$ cat config.mk
export PLATFORM = sky130hd
export DESIGN_NAME = mext_issue_ctrl
export DESIGN_NICKNAME = d
export VERILOG_FILES = /design/src/rtl/mext_pkg.sv /design/src/rtl/mext_result_cache.sv /design/src/rtl/mext_issue_ctrl.sv
export SDC_FILE = /design/constraint.sdc
export NUM_CORES = 1
export LEC_CHECK = 0
export ABC_CLOCK_PERIOD_IN_PS = 2100
export CAP_MARGIN = 10
export CORE_ASPECT_RATIO = 2
export CORE_MARGIN = 4
export CORE_UTILIZATION = 37
export DETAILED_ROUTE_END_ITERATION = 10
export MAX_ROUTING_LAYER = met4
export PLACE_DENSITY = 0.65
export SLEW_MARGIN = 10
export SYNTH_ARGS = -nofsm -noshare
export SYNTH_HDL_FRONTEND = slang
export SYNTH_SLANG_ARGS = --single-unit
$ cat constraint.sdc
create_clock -name clk -period 2.1 [get_ports clk]
set_clock_uncertainty 0.15 [all_clocks]
set_input_delay 0.42 -clock clk [delete_from_list [all_inputs] [get_ports clk]]
set_output_delay 0.42 -clock clk [all_outputs]
set_load 0.02 [all_outputs]
$ cat src/rtl/mext_pkg.sv
// mext_pkg: shared types for the RV32M multiply issue controller.
//   mul_op_t       2-bit multiplier opcode (MUL, MULH, MULHSU, MULHU)
//   issue_state_t  issue FSM states
//   F3_*           funct3 encodings of the supported multiply ops
//   cache_entry_t  last-result cache entry {valid, op, a, b, data}
//   decode_op      funct3 -> multiplier opcode
package mext_pkg;

    localparam int unsigned MEXT_XLEN = 32;

    typedef enum logic [1:0] {
        MUL    = 2'b00,
        MULH   = 2'b01,
        MULHSU = 2'b10,
        MULHU  = 2'b11
    } mul_op_t;

    typedef enum logic [2:0] {
        IDLE,
        START,
        WAIT,
        DRAIN,
        RESP
    } issue_state_t;

    localparam logic [2:0] F3_MUL    = 3'b000;
    localparam logic [2:0] F3_MULH   = 3'b001;
    localparam logic [2:0] F3_MULHSU = 3'b010;
    localparam logic [2:0] F3_MULHU  = 3'b011;
    // funct3[2] set selects the divide group, which this block does not handle.
    localparam int unsigned F3_DIV_BIT = 2;

    typedef struct packed {
        logic                 valid;
        mul_op_t              op;
        logic [MEXT_XLEN-1:0] a;
        logic [MEXT_XLEN-1:0] b;
        logic [MEXT_XLEN-1:0] data;
    } cache_entry_t;

    function automatic mul_op_t decode_op(input logic [2:0] f3);
        case (f3)
            F3_MUL:    return MUL;
            F3_MULH:   return MULH;
            F3_MULHSU: return MULHSU;
            F3_MULHU:  return MULHU;
            default:   return MUL;
        endcase
    endfunction

endpackage

$ cat src/rtl/mext_result_cache.sv
// mext_result_cache: single-entry {op, a, b} -> result cache.
//   clk, rst          clock, synchronous active-high reset (invalidates the entry)
//   we, wr_entry      write the whole entry
//   lk_op, lk_a, lk_b lookup key for the incoming request
//   hit, hit_data     key matches a valid entry; stored result
module mext_result_cache
    import mext_pkg::*;
(
    input  logic                 clk,
    input  logic                 rst,
    input  logic                 we,
    input  cache_entry_t         wr_entry,
    input  mul_op_t              lk_op,
    input  logic [MEXT_XLEN-1:0] lk_a,
    input  logic [MEXT_XLEN-1:0] lk_b,
    output logic                 hit,
    output logic [MEXT_XLEN-1:0] hit_data
);

    cache_entry_t entry_q;

    always_ff @(posedge clk) begin
        if (rst) begin
            entry_q <= '0;
        end else if (we) begin
            entry_q <= wr_entry;
        end
    end

    // Opcode is part of the key: same operands under another opcode must miss.
    assign hit = entry_q.valid & (entry_q.op == lk_op) & (entry_q.a == lk_a) &
                 (entry_q.b == lk_b);
    assign hit_data = entry_q.data;

endmodule

$ cat src/rtl/mext_issue_ctrl.sv
// mext_issue_ctrl: issue/writeback control in front of the iterative multiplier.
//   clk, rst                         clock, synchronous active-high reset
//   req_valid, funct3, rs1_data,
//   rs2_data, rd_addr                M-extension request from execute
//   flush                            kill the in-flight request
//   mul_done, mul_result             multiplier completion pulse and result
//   mul_start, mul_opcode,
//   mul_op_a, mul_op_b               registered multiplier command
//   stall                            hold the upstream pipeline
//   wb_valid, wb_rd, wb_data         writeback strobe, destination, result
//   illegal_op                       divide-group funct3 seen in IDLE
//   timeout_err                      watchdog abort pulse
module mext_issue_ctrl
    import mext_pkg::*;
#(
    parameter int unsigned XLEN     = 32,
    parameter int unsigned TIMEOUT  = 63,
    parameter bit          CACHE_EN = 1'b1
) (
    input  logic            clk,
    input  logic            rst,
    input  logic            req_valid,
    input  logic [2:0]      funct3,
    input  logic [XLEN-1:0] rs1_data,
    input  logic [XLEN-1:0] rs2_data,
    input  logic [4:0]      rd_addr,
    input  logic            flush,
    input  logic            mul_done,
    input  logic [XLEN-1:0] mul_result,
    output logic            mul_start,
    output logic [1:0]      mul_opcode,
    output logic [XLEN-1:0] mul_op_a,
    output logic [XLEN-1:0] mul_op_b,
    output logic            stall,
    output logic            wb_valid,
    output logic [4:0]      wb_rd,
    output logic [XLEN-1:0] wb_data,
    output logic            illegal_op,
    output logic            timeout_err
);

    localparam int unsigned WdW = $clog2(TIMEOUT + 1);

    issue_state_t    state_q;
    mul_op_t         op_q;
    logic [WdW-1:0]  wd_q;
    mul_op_t         req_op;
    logic            accept;
    logic            wd_expired;
    logic            waiting;
    logic            cache_hit;
    logic [XLEN-1:0] cache_data;
    logic            cache_we;
    cache_entry_t    cache_wr;

    assign req_op     = decode_op(funct3);
    assign accept     = (state_q == IDLE) & req_valid & ~flush & ~funct3[F3_DIV_BIT];
    assign waiting    = (state_q == WAIT) | (state_q == DRAIN);
    // A done arriving in the expiry cycle wins: the result is still good.
    assign wd_expired = waiting & ~mul_done & (wd_q == WdW'(TIMEOUT));

    assign mul_opcode  = op_q;
    assign stall       = accept | (state_q == START) | waiting;
    assign wb_valid    = (state_q == RESP) & ~flush;
    assign illegal_op  = (state_q == IDLE) & req_valid & ~flush & funct3[F3_DIV_BIT];
    assign timeout_err = wd_expired;

    // A result finishing in WAIT is correct even if flushed, so it is cached;
    // results drained after a flush in START/WAIT are not.
    assign cache_we = (state_q == WAIT) & mul_done;

    always_comb begin
        cache_wr       = '0;
        cache_wr.valid = 1'b1;
        cache_wr.op    = op_q;
        cache_wr.a     = mul_op_a;
        cache_wr.b     = mul_op_b;
        cache_wr.data  = mul_result;
    end

    if (CACHE_EN) begin : g_cache
        mext_result_cache u_cache (
            .clk      (clk),
            .rst      (rst),
            .we       (cache_we),
            .wr_entry (cache_wr),
            .lk_op    (req_op),
            .lk_a     (rs1_data),
            .lk_b     (rs2_data),
            .hit      (cache_hit),
            .hit_data (cache_data)
        );
    end else begin : g_no_cache
        assign cache_hit  = 1'b0;
        assign cache_data = '0;
    end

    always_ff @(posedge clk) begin
        if (rst) begin
            state_q   <= IDLE;
            op_q      <= MUL;
            wd_q      <= '0;
            mul_start <= 1'b0;
            mul_op_a  <= '0;
            mul_op_b  <= '0;
            wb_rd     <= '0;
            wb_data   <= '0;
        end else begin
            mul_start <= 1'b0;
            unique case (state_q)
                IDLE: begin
                    if (accept) begin
                        wb_rd <= rd_addr;
                        if (cache_hit) begin
                            wb_data <= cache_data;
                            state_q <= RESP;
                        end else begin
                            op_q      <= req_op;
                            mul_op_a  <= rs1_data;
                            mul_op_b  <= rs2_data;
                            mul_start <= 1'b1;
                            state_q   <= START;
                        end
                    end
                end
                START: begin
                    wd_q    <= '0;
                    state_q <= flush ? DRAIN : WAIT;
                end
                WAIT: begin
                    if (mul_done) begin
                        if (!flush) begin
                            wb_data <= mul_result;
                        end
                        state_q <= flush ? IDLE : RESP;
                    end else if (wd_expired) begin
                        state_q <= IDLE;
                    end else begin
                        wd_q <= wd_q + 1'b1;
                        if (flush) begin
                            state_q <= DRAIN;
                        end
                    end
                end
                DRAIN: begin
                    // The multiplier cannot be aborted; wait it out and drop the result.
                    if (mul_done || wd_expired) begin
                        state_q <= IDLE;
                    end else begin
                        wd_q <= wd_q + 1'b1;
                    end
                end
                RESP: begin
                    state_q <= IDLE;
                end
                default: begin
                    state_q <= IDLE;
                end
            endcase
        end
    end

endmodule

==> metrics.txt, run 1 <==
mapped cell area=8930 um^2; count of yosys warnings during synthesis=0; remaining global-route overflow=0; nets@finish=1383; via count=8034; sequential standard cell area=4260 um^2; Lkg Pwr=5.27 nW; Cell Pwr Density=637 nW/um^2; via count of the first global-routing pass=7854; Post-Place Worst Slack=-948 ps; slew at the pin with the worst max-slew slack=559 ps; Num Clock Sinks=212; die outline width=118 um; met2 track demand over resource=38.4%; area added between synthesis and finish=51.4%; element type at the critical path start=primary input; initial drt markers=448; grt met3 use=2.78%; placed standard-cell area=12000 um^2; R2R Path End=wb_data[10]; fraction of the cycle the final worst path needs=117%; min cycle time layout=2460 ps; ratio of cells with drive above 1 in the final layout=18.6%; final worst slack=-359 ps; Post-Synthesis Net Count=1122; Synth async-reset ratio=0%; number of fill cells=2146; cell row count=80; Post-Syn Area per Cell=8.82 um^2; Post-Route Utilization=56.8%; final hold vios=0; wire length of the first global-routing pass=43300 um; start of the worst register-to-register path=g_cache.u_cache.entry_q[84]; Buffers on Ports=216; reg2reg setup slack=-330 ps; total die area=26800 um^2; peak supply drop=0.459 mV; setup total negative slack=-31320 ps; Die Ht=228 um; average via count per standard cell=5.10; Placeable Area=23800 um^2; initial core utilization=37.5%; CTS tree=built; ANT nets after route=0; post-route cell area=13500 um^2; routability congestion estimate=0.883; leading cell type in the layout, fill and taps excluded=nand2_1; Yosys reg bits=212; detailed placement HPWL=21000 um; area of the multi-input gates=4980 um^2; critical path data arrival time=2690 ps; Inserted Clock Buffers=20; routed len/inst=18.9 um; DR pass1 iterations=4; Setup crit end=mul_opcode[1]; Setup Viol. Count Final=101; synth unique cells=41; Clock transition at path regs=60 ps; drt total wl=29800 um; proportion of synthesized chip area in sequential cells=47.5%; r2r worst-path depth=9; H-tree lvl count=1; FMAX=407 MHz; busiest grt layer=met2; required time at the endpoint of the critical path=2330 ps; number of antenna violations at the first check in global routing=1; Residual DRC=0; number of slew-limit violations in the final report=0; max-cap violations=0; Setup CP Type=in2reg; kind of capture point of the worst setup path=flop; run status=finished with violations; total global-route track usage=20.6%; most frequently used flop master after synthesis=dfxtp_1; number of top-level pins=217; met1 track demand over resource=20.9%; violated checks=setup timing; most frequent cells in the layout=nand2_1 (202), dfxtp_1 (200), clkdlybuf4s50_1 (159); clock latency of the later-clocked register in the worst-skew pair=490 ps; Post-synth EDFFs=0; class of the worst hold path=in2reg; worst-case clock buffer depth=3; clk root buf=clkbuf_16; RSZ-0062 raised after global routing=yes; synthesized instance count=1012; worst setup path startpoint=rs2_data[16]; Worst Path Max Fanout=14; pin count of the biggest net entering global routing=57; tightest slew margin relative to the limit=62.6%; Power, Total=8.62 mW
[where the power goes]
| part | total (mW) | leakage (nW) | switching (mW) | internal (mW) |
|---|---|---|---|---|
| Combinational | 0.879 | 3.23 | 0.449 | 0.430 |
| Clock | 3.63 | 0.317 | 1.53 | 2.11 |
| Sequential | 4.11 | 1.72 | 0.0386 | 4.07 |
[worst min-delay path by stage]
stage	from	end	slack, ps	cells after the start
6_report	rs2_data[22]	mul_op_b[22]	120	3
3_3_place_gp	g_cache.u_cache.hit_data[3]	g_cache.u_cache.hit_data[3]	290	2
4_1_cts	rst	mul_op_b[8]	160	2
5_1_grt	rs1_data[26]	mul_op_a[26]	130	3
3_5_place_dp	g_cache.u_cache.hit_data[17]	g_cache.u_cache.hit_data[17]	300	2
2_1_floorplan	g_cache.u_cache.hit_data[0]	g_cache.u_cache.hit_data[0]	290	2
[critical path: stages]
cell and delay, ps:
clkdlybuf4s50_1 550, xor2_1 440, nor4_2 90, nand2_1 130
nor4_4 70, a21oi_4 420, clkbuf_16 300, mux2i_1 200
nor2_1 50
[cell usage after synthesis, types with 10 or more instances]
library cell	n	share of area, %
xor2_1	55	5.4
dfxtp_1	212	48
a211oi_2	10	1.4
buf_2	14	0.78
nor2_1	89	3.7
a211oi_1	24	2.0
nor3_1	39	2.2
nor2b_1	22	1.5
a21oi_1	102	5.7
nand2_1	204	8.6
nor4_1	27	1.9
clkbuf_1	44	1.8
mux2i_1	103	12
[area by class of cell]
class,instances,share of cell area (%)
Timing Repair Buffer,306,24.0
Tap cell,287,2.66
Multi-Input combinational cell,728,36.8
Clock buffer,31,4.46
Sequential cell,212,31.5
Antenna cell,1,0.0185
Inverter,5,0.139
Clock inverter,5,0.407
[routing by layer]
layer	vias up	share of wire, %	wire length [um]
met1	3784	36	10700
met5	-	0	0
met3	73	3.9	1150
met4	0	5.2	1550
li1	3951	-	-
met2	226	55	16300
[kinds of logic after synthesis]
| kind of cell | count (synthesis) | share of synthesized area [%] |
|---|---|---|
| adder cells (fa/ha/maj) | 1 | 0.140 |
| buffers and inverters | 72 | 3.73 |
| multiplexers | 103 | 11.5 |
| flip-flops | 212 | 47.5 |
| AND/OR/NAND/NOR | 417 | 21.0 |
| AO/OA/AOI/OAI | 149 | 10.4 |
| XOR/XNOR | 58 | 5.69 |
[metrics by stage]
step	instances	hold WS, ps
after floorplan	1012	286
after global placement	1526	290
after detailed placement	1526	297
after CTS	1562	156
after global routing	1575	133
final	1575	117
[registers in the layout, indices dropped and copies added (netlist names)]
register / flops
g_cache.u_cache.entry_q: 67
g_cache.u_cache.hit_data: 32
mul_op_a: 32
mul_op_b: 32
wb_data: 32
wd_q: 6
wb_rd: 5
state_q: 3
mul_opcode: 2
mul_start: 1
[repair_timing]
action,CTS,global route
pin swaps,7,26
setup buffers,0,5
hold buffers,0,0
cloned,0,8
gates resized for setup,43,140
setup endpoints to repair,109,124
Power figures use the tool's default switching activity.
==> run 2, diff against run 1 <==
--- a/config.mk
+++ b/config.mk
@@ -5,14 +5,14 @@
 export SDC_FILE = /design/constraint.sdc
 export NUM_CORES = 1
 export LEC_CHECK = 0
-export ABC_CLOCK_PERIOD_IN_PS = 2100
+export ABC_CLOCK_PERIOD_IN_PS = 2690
 export CAP_MARGIN = 10
 export CORE_ASPECT_RATIO = 2
 export CORE_MARGIN = 4
 export CORE_UTILIZATION = 37
 export DETAILED_ROUTE_END_ITERATION = 10
 export MAX_ROUTING_LAYER = met4
-export PLACE_DENSITY = 0.65
+export PLACE_DENSITY = 0.63
 export SLEW_MARGIN = 10
 export SYNTH_ARGS = -nofsm -noshare
 export SYNTH_HDL_FRONTEND = slang
==> constraint.sdc (replaced) <==
create_clock -name clk -period 2.69 [get_ports clk]
set_clock_uncertainty 0.15 [all_clocks]
set_input_delay 0.538 -clock clk [delete_from_list [all_inputs] [get_ports clk]]
set_output_delay 0.538 -clock clk [all_outputs]
set_load 0.02 [all_outputs]
==> run 2 against run 1 <==
Effect of this change: the run now ends clean; setup slack better by 410 ps; clock-buffer cell count down 6; routed wire length down 5.2%.
==> metrics.txt, run 2 (same netlist as run 1, synthesis figures left out) <==
run status=finished clean; Clock transition at path regs=70 ps; Inserted Clock Buffers=20; placed standard-cell area=11700 um^2; clk root buf=clkbuf_16; detailed placement HPWL=20900 um; Setup CP Type=in2reg; FMAX=379 MHz; Die Ht=228 um; worst-case clock buffer depth=3; Lkg Pwr=4.36 nW; pin count of the biggest net entering global routing=66; average via count per standard cell=5.14; max-cap violations=0; non-filler instance count after layout=1535; Residual DRC=0; remaining global-route overflow=0; Post-Route Utilization=52.2%; total die area=26800 um^2; slew at the pin with the worst max-slew slack=595 ps; Placeable Area=23800 um^2; final hold vios=0; ratio of cells with drive above 1 in the final layout=9.46%; list of cells traversed by the critical path=clkdlybuf4s50_1 -> inv_1 -> a2111oi_1 -> nand4_1 -> nor4_4 -> a21oi_4 -> buf_12 -> mux2i_2 -> nor2_1; Buffers on Ports=216; final worst slack=52.6 ps; element type at the critical path start=primary input; Placed Cells incl. Taps=1501; most frequent cells in the layout=dfxtp_1 (212), clkdlybuf4s50_1 (209), nand2_1 (203); leading cell type in the layout, fill and taps excluded=dfxtp_1; min cycle time layout=2640 ps; Num Clock Sinks=212; cell row count=80; busiest grt layer=met2; biggest cell delay along the critical path=540 ps; H-tree lvl count=1; met2 track demand over resource=38.7%; ANT nets after route=0; required time at the endpoint of the critical path=2910 ps; Worst Path Max Fanout=24; Cell Pwr Density=527 nW/um^2; fraction of the cycle the final worst path needs=98.0%; total global-route track usage=21.0%; number of antenna violations at the first check in global routing=1; post-route cell area=12400 um^2; CTS tree=built; via count=7892; number of fill cells=2242; sequential standard cell area=4240 um^2; RSZ-0062 raised after global routing=yes; crit path max-delay cell type=clkdlybuf4s50_1; # Post-CTS Setup Buffers=0; max FFs per register=67; Post-Place Worst Slack=-621 ps; number of slew-limit violations in the final report=0; via count of the first global-routing pass=7830; Setup Viol. Count Final=0; setup total negative slack=0 ps; grt met3 use=2.55%; kind of capture point of the worst setup path=flop; area of the multi-input gates=4460 um^2; DR pass1 iterations=5; area added between synthesis and finish=39.1%; critical path data arrival time=2860 ps; wire length of the first global-routing pass=43800 um; routed len/inst=18.4 um; initial core utilization=37.5%; register ranked first by flip-flop count=g_cache.u_cache.entry_q; nets@finish=1347; met1 track demand over resource=21.0%; tightest slew margin relative to the limit=60.3%; class of the worst hold path=in2reg; routability congestion estimate=0.952; die outline width=118 um; clock latency of the later-clocked register in the worst-skew pair=500 ps; drt total wl=28200 um; initial drt markers=378; peak supply drop=0.372 mV; number of top-level pins=217
run 2: what timing repair did:
action                     4_1_cts  5_1_grt
setup endpoints to repair       96       98
pin swaps                        1       12
cloned                           0        1
gates resized for setup          8       14
hold buffers                     0        0
run 2: area by class of cell:
| type | instances | area share [%] |
|---|---|---|
| Sequential cell | 212 | 34.2 |
| Multi-Input combinational cell | 728 | 35.9 |
| Clock inverter | 7 | 0.352 |
| Timing Repair Buffer | 270 | 21.9 |
| Inverter | 5 | 0.151 |
| Clock buffer | 25 | 4.59 |
| Antenna cell | 1 | 0.0201 |
| Tap cell | 287 | 2.89 |
run 2: path summary, 6_finish.rpt:
| kind | cells after the start | slack [ps] | start | endpoint |
|---|---|---|---|---|
| worst max register to register | 8 | 250 | g_cache.u_cache.entry_q[77] | mul_op_a[9] |
| worst min-delay path | 3 | 260 | rs1_data[15] | mul_op_a[15] |
| worst max-delay path | 9 | 50 | rs2_data[13] | mul_op_a[9] |
| worst min register to register | 2 | 300 | g_cache.u_cache.hit_data[1] | g_cache.u_cache.hit_data[1] |
run 2: metal layers:
layer	routed length, um	up-vias
met2	15500	231
met1	10100	3719
met4	1640	0
met5	0	-
li1	-	3884
met3	1070	58
run 2: per-stage QoR:
stage               hold WS (ps)  power [mW]
global placement             290        3.93
finish                       259        6.55
floorplan                    286        3.53
global route                 261        6.78
detailed placement           296        3.93
CTS                          304        6.62
run 2: critical path, delay by kind of cell:
kind                   cells  cell delay (ps)
AO/OA/AOI/OAI              2              670
buffers and inverters      3              860
multiplexers               1              190
AND/OR/NAND/NOR            3              580
run 2: where the power goes:
group,switching [mW],internal (mW)
Sequential,0.0319,3.18
Combinational,0.325,0.324
Clock,1.19,1.50
==> run 3, diff against run 2 <==
--- a/config.mk
+++ b/config.mk
@@ -5,9 +5,9 @@
 export SDC_FILE = /design/constraint.sdc
 export NUM_CORES = 1
 export LEC_CHECK = 0
+export ABC_AREA = 0
 export ABC_CLOCK_PERIOD_IN_PS = 2690
 export CAP_MARGIN = 10
-export CORE_ASPECT_RATIO = 2
 export CORE_MARGIN = 4
 export CORE_UTILIZATION = 37
 export DETAILED_ROUTE_END_ITERATION = 10
==> run 3 against run 2 <==
Effect of this change: critical path depth stayed put; setup slack improved by 32 ps; core utilization grew 1.8 points; clock-buffer cell count is 10 higher; non-clock buffer count is 8 lower; sequential share of layout area is 0.87 points lower; maximum frequency is 1.2% higher; hold slack worse by 39 ps; final cell count increased by 2.1%; final area rose by 2.6%.
==> metrics.txt, run 3 (same netlist as run 1, synthesis figures left out) <==
R2R Path End=wb_data[14]; number of fill cells=2158; post-route cell area=12700 um^2; worst-case clock buffer depth=3; critical path data arrival time=2830 ps; initial core utilization=37.8%; placed standard-cell area=11700 um^2; clk root buf=clkbuf_16; ANT nets after route=0; most frequent cells in the layout=dfxtp_1 (212), nand2_1 (203), clkdlybuf4s50_1 (190); non-filler instance count after layout=1567; Cell Pwr Density=550 nW/um^2; Lkg Pwr=4.61 nW; routed len/inst=17.4 um; DR pass1 iterations=5; via count of the first global-routing pass=7520; kind of capture point of the worst setup path=flop; register ranked first by flip-flop count=g_cache.u_cache.entry_q; final hold vios=0; max-cap violations=0; pin count of the biggest net entering global routing=63; Worst Path Max Fanout=25; reg2reg setup slack=250 ps; ratio of cells with drive above 1 in the final layout=10.1%; fraction of the cycle the final worst path needs=96.8%; setup total negative slack=0 ps; leading cell type in the layout, fill and taps excluded=dfxtp_1; r2r worst-path depth=9; initial drt markers=594; remaining global-route overflow=0; required time at the endpoint of the critical path=2920 ps; detailed placement HPWL=18900 um; slew at the pin with the worst max-slew slack=519 ps; Post-Route Utilization=54.0%; number of top-level pins=217; worst setup path startpoint=rs2_data[13]; Placeable Area=23600 um^2; tightest slew margin relative to the limit=65.3%; Residual DRC=0; max FFs per register=67; Clock transition at path regs=60 ps; total global-route track usage=19.9%; element type at the critical path start=primary input; routability congestion estimate=0.861; hold-fix buffer count after cts=0; H-tree lvl count=1; nets@finish=1342; total die area=26700 um^2; Inserted Clock Buffers=23; average via count per standard cell=4.96; Die Ht=163 um; min cycle time layout=2610 ps; drt total wl=27300 um; peak supply drop=0.370 mV; clock latency of the later-clocked register in the worst-skew pair=500 ps; via count=7773; Placed Cells incl. Taps=1523; Num Clock Sinks=212; start of the worst register-to-register path=g_cache.u_cache.entry_q[75]; cell row count=56; number of antenna violations at the first check in global routing=0; wire length of the first global-routing pass=41500 um; area added between synthesis and finish=42.8%; number of slew-limit violations in the final report=0; worst hold path cell count=3; run status=finished clean; Setup Viol. Count Final=0; Buffers on Ports=216; Setup CP Type=in2reg; class of the worst hold path=in2reg; die outline width=163 um; Setup crit end=mul_op_a[15]; CTS tree=built; antenna diode count=0; Power, Total=7.01 mW; FMAX=384 MHz
-- run 3: cell types whose count changed in the layout (fill, tap and decap cells not counted), sizes merged --
| cell | delta |
|---|---|
| clkbuf | +11 |
| buf | -9 |
| clkdlybuf4s15 | -1 |
| dlymetal6s2s | +20 |
| clkdlybuf4s50 | -19 |
| clkinvlp | -2 |
| diode | -1 |
| clkinv | -1 |
| bufinv | +2 |
-- run 3: worst min path at each step --
stage                              endpoint                          from
2_1_floorplan   g_cache.u_cache.hit_data[0]   g_cache.u_cache.hit_data[0]
3_3_place_gp    g_cache.u_cache.hit_data[1]   g_cache.u_cache.hit_data[1]
3_5_place_dp   g_cache.u_cache.hit_data[14]  g_cache.u_cache.hit_data[14]
4_1_cts                         mul_op_b[3]                           rst
5_1_grt                        mul_op_a[20]                  rs1_data[20]
6_report                       mul_op_b[22]                  rs2_data[22]
-- run 3: metrics by stage --
step	setup slack [ps]	hold slack [ps]
final	84.9	220
after global routing	-8.27	236
after CTS	5.52	280
after detailed placement	-526	296
after global placement	-545	291
after floorplan	334	286
-- run 3: timing repair --
item	CTS	global route
gates cloned	0	3
endpoints found under the setup margin	4	73
gates resized for setup	5	48
pin swaps	0	18
buffers inserted	0	0
-- run 3: cell type report --
class                   instances  area, um^2  area share [%]
well taps                     319         399            3.13
inverters                       5        18.8           0.147
repair buffers                262        2770            21.7
flip-flops and latches        212        4240            33.3
multi-input cells             728        4560            35.7
clock buffers                  35         681            5.34
clock inverters                 6        80.1           0.628
-- run 3: worst max-delay path: stages --
cell and delay, ps:
clkdlybuf4s50_1 560, inv_1 70, a2111oi_0 480, nand4_1 250
nor4_4 300, a21oi_4 150, buf_12 200, mux2i_2 200
nor2_1 50
-- run 3: report_power, final --
group          switching [mW]  leakage [nW]  internal (mW)
clock                    1.23         0.378           1.93
combinational           0.321          2.52          0.323
sequential             0.0305          1.71           3.18
-- run 3: layer usage --
layer | vias to the layer above | global-route usage (%) | wire length, um
met5 | - | - | 0
met3 | 26 | 4.24 | 1840
met1 | 3664 | 26.8 | 12400
li1 | 3873 | - | -
met4 | 0 | 3.93 | 396
met2 | 210 | 31.2 | 12600
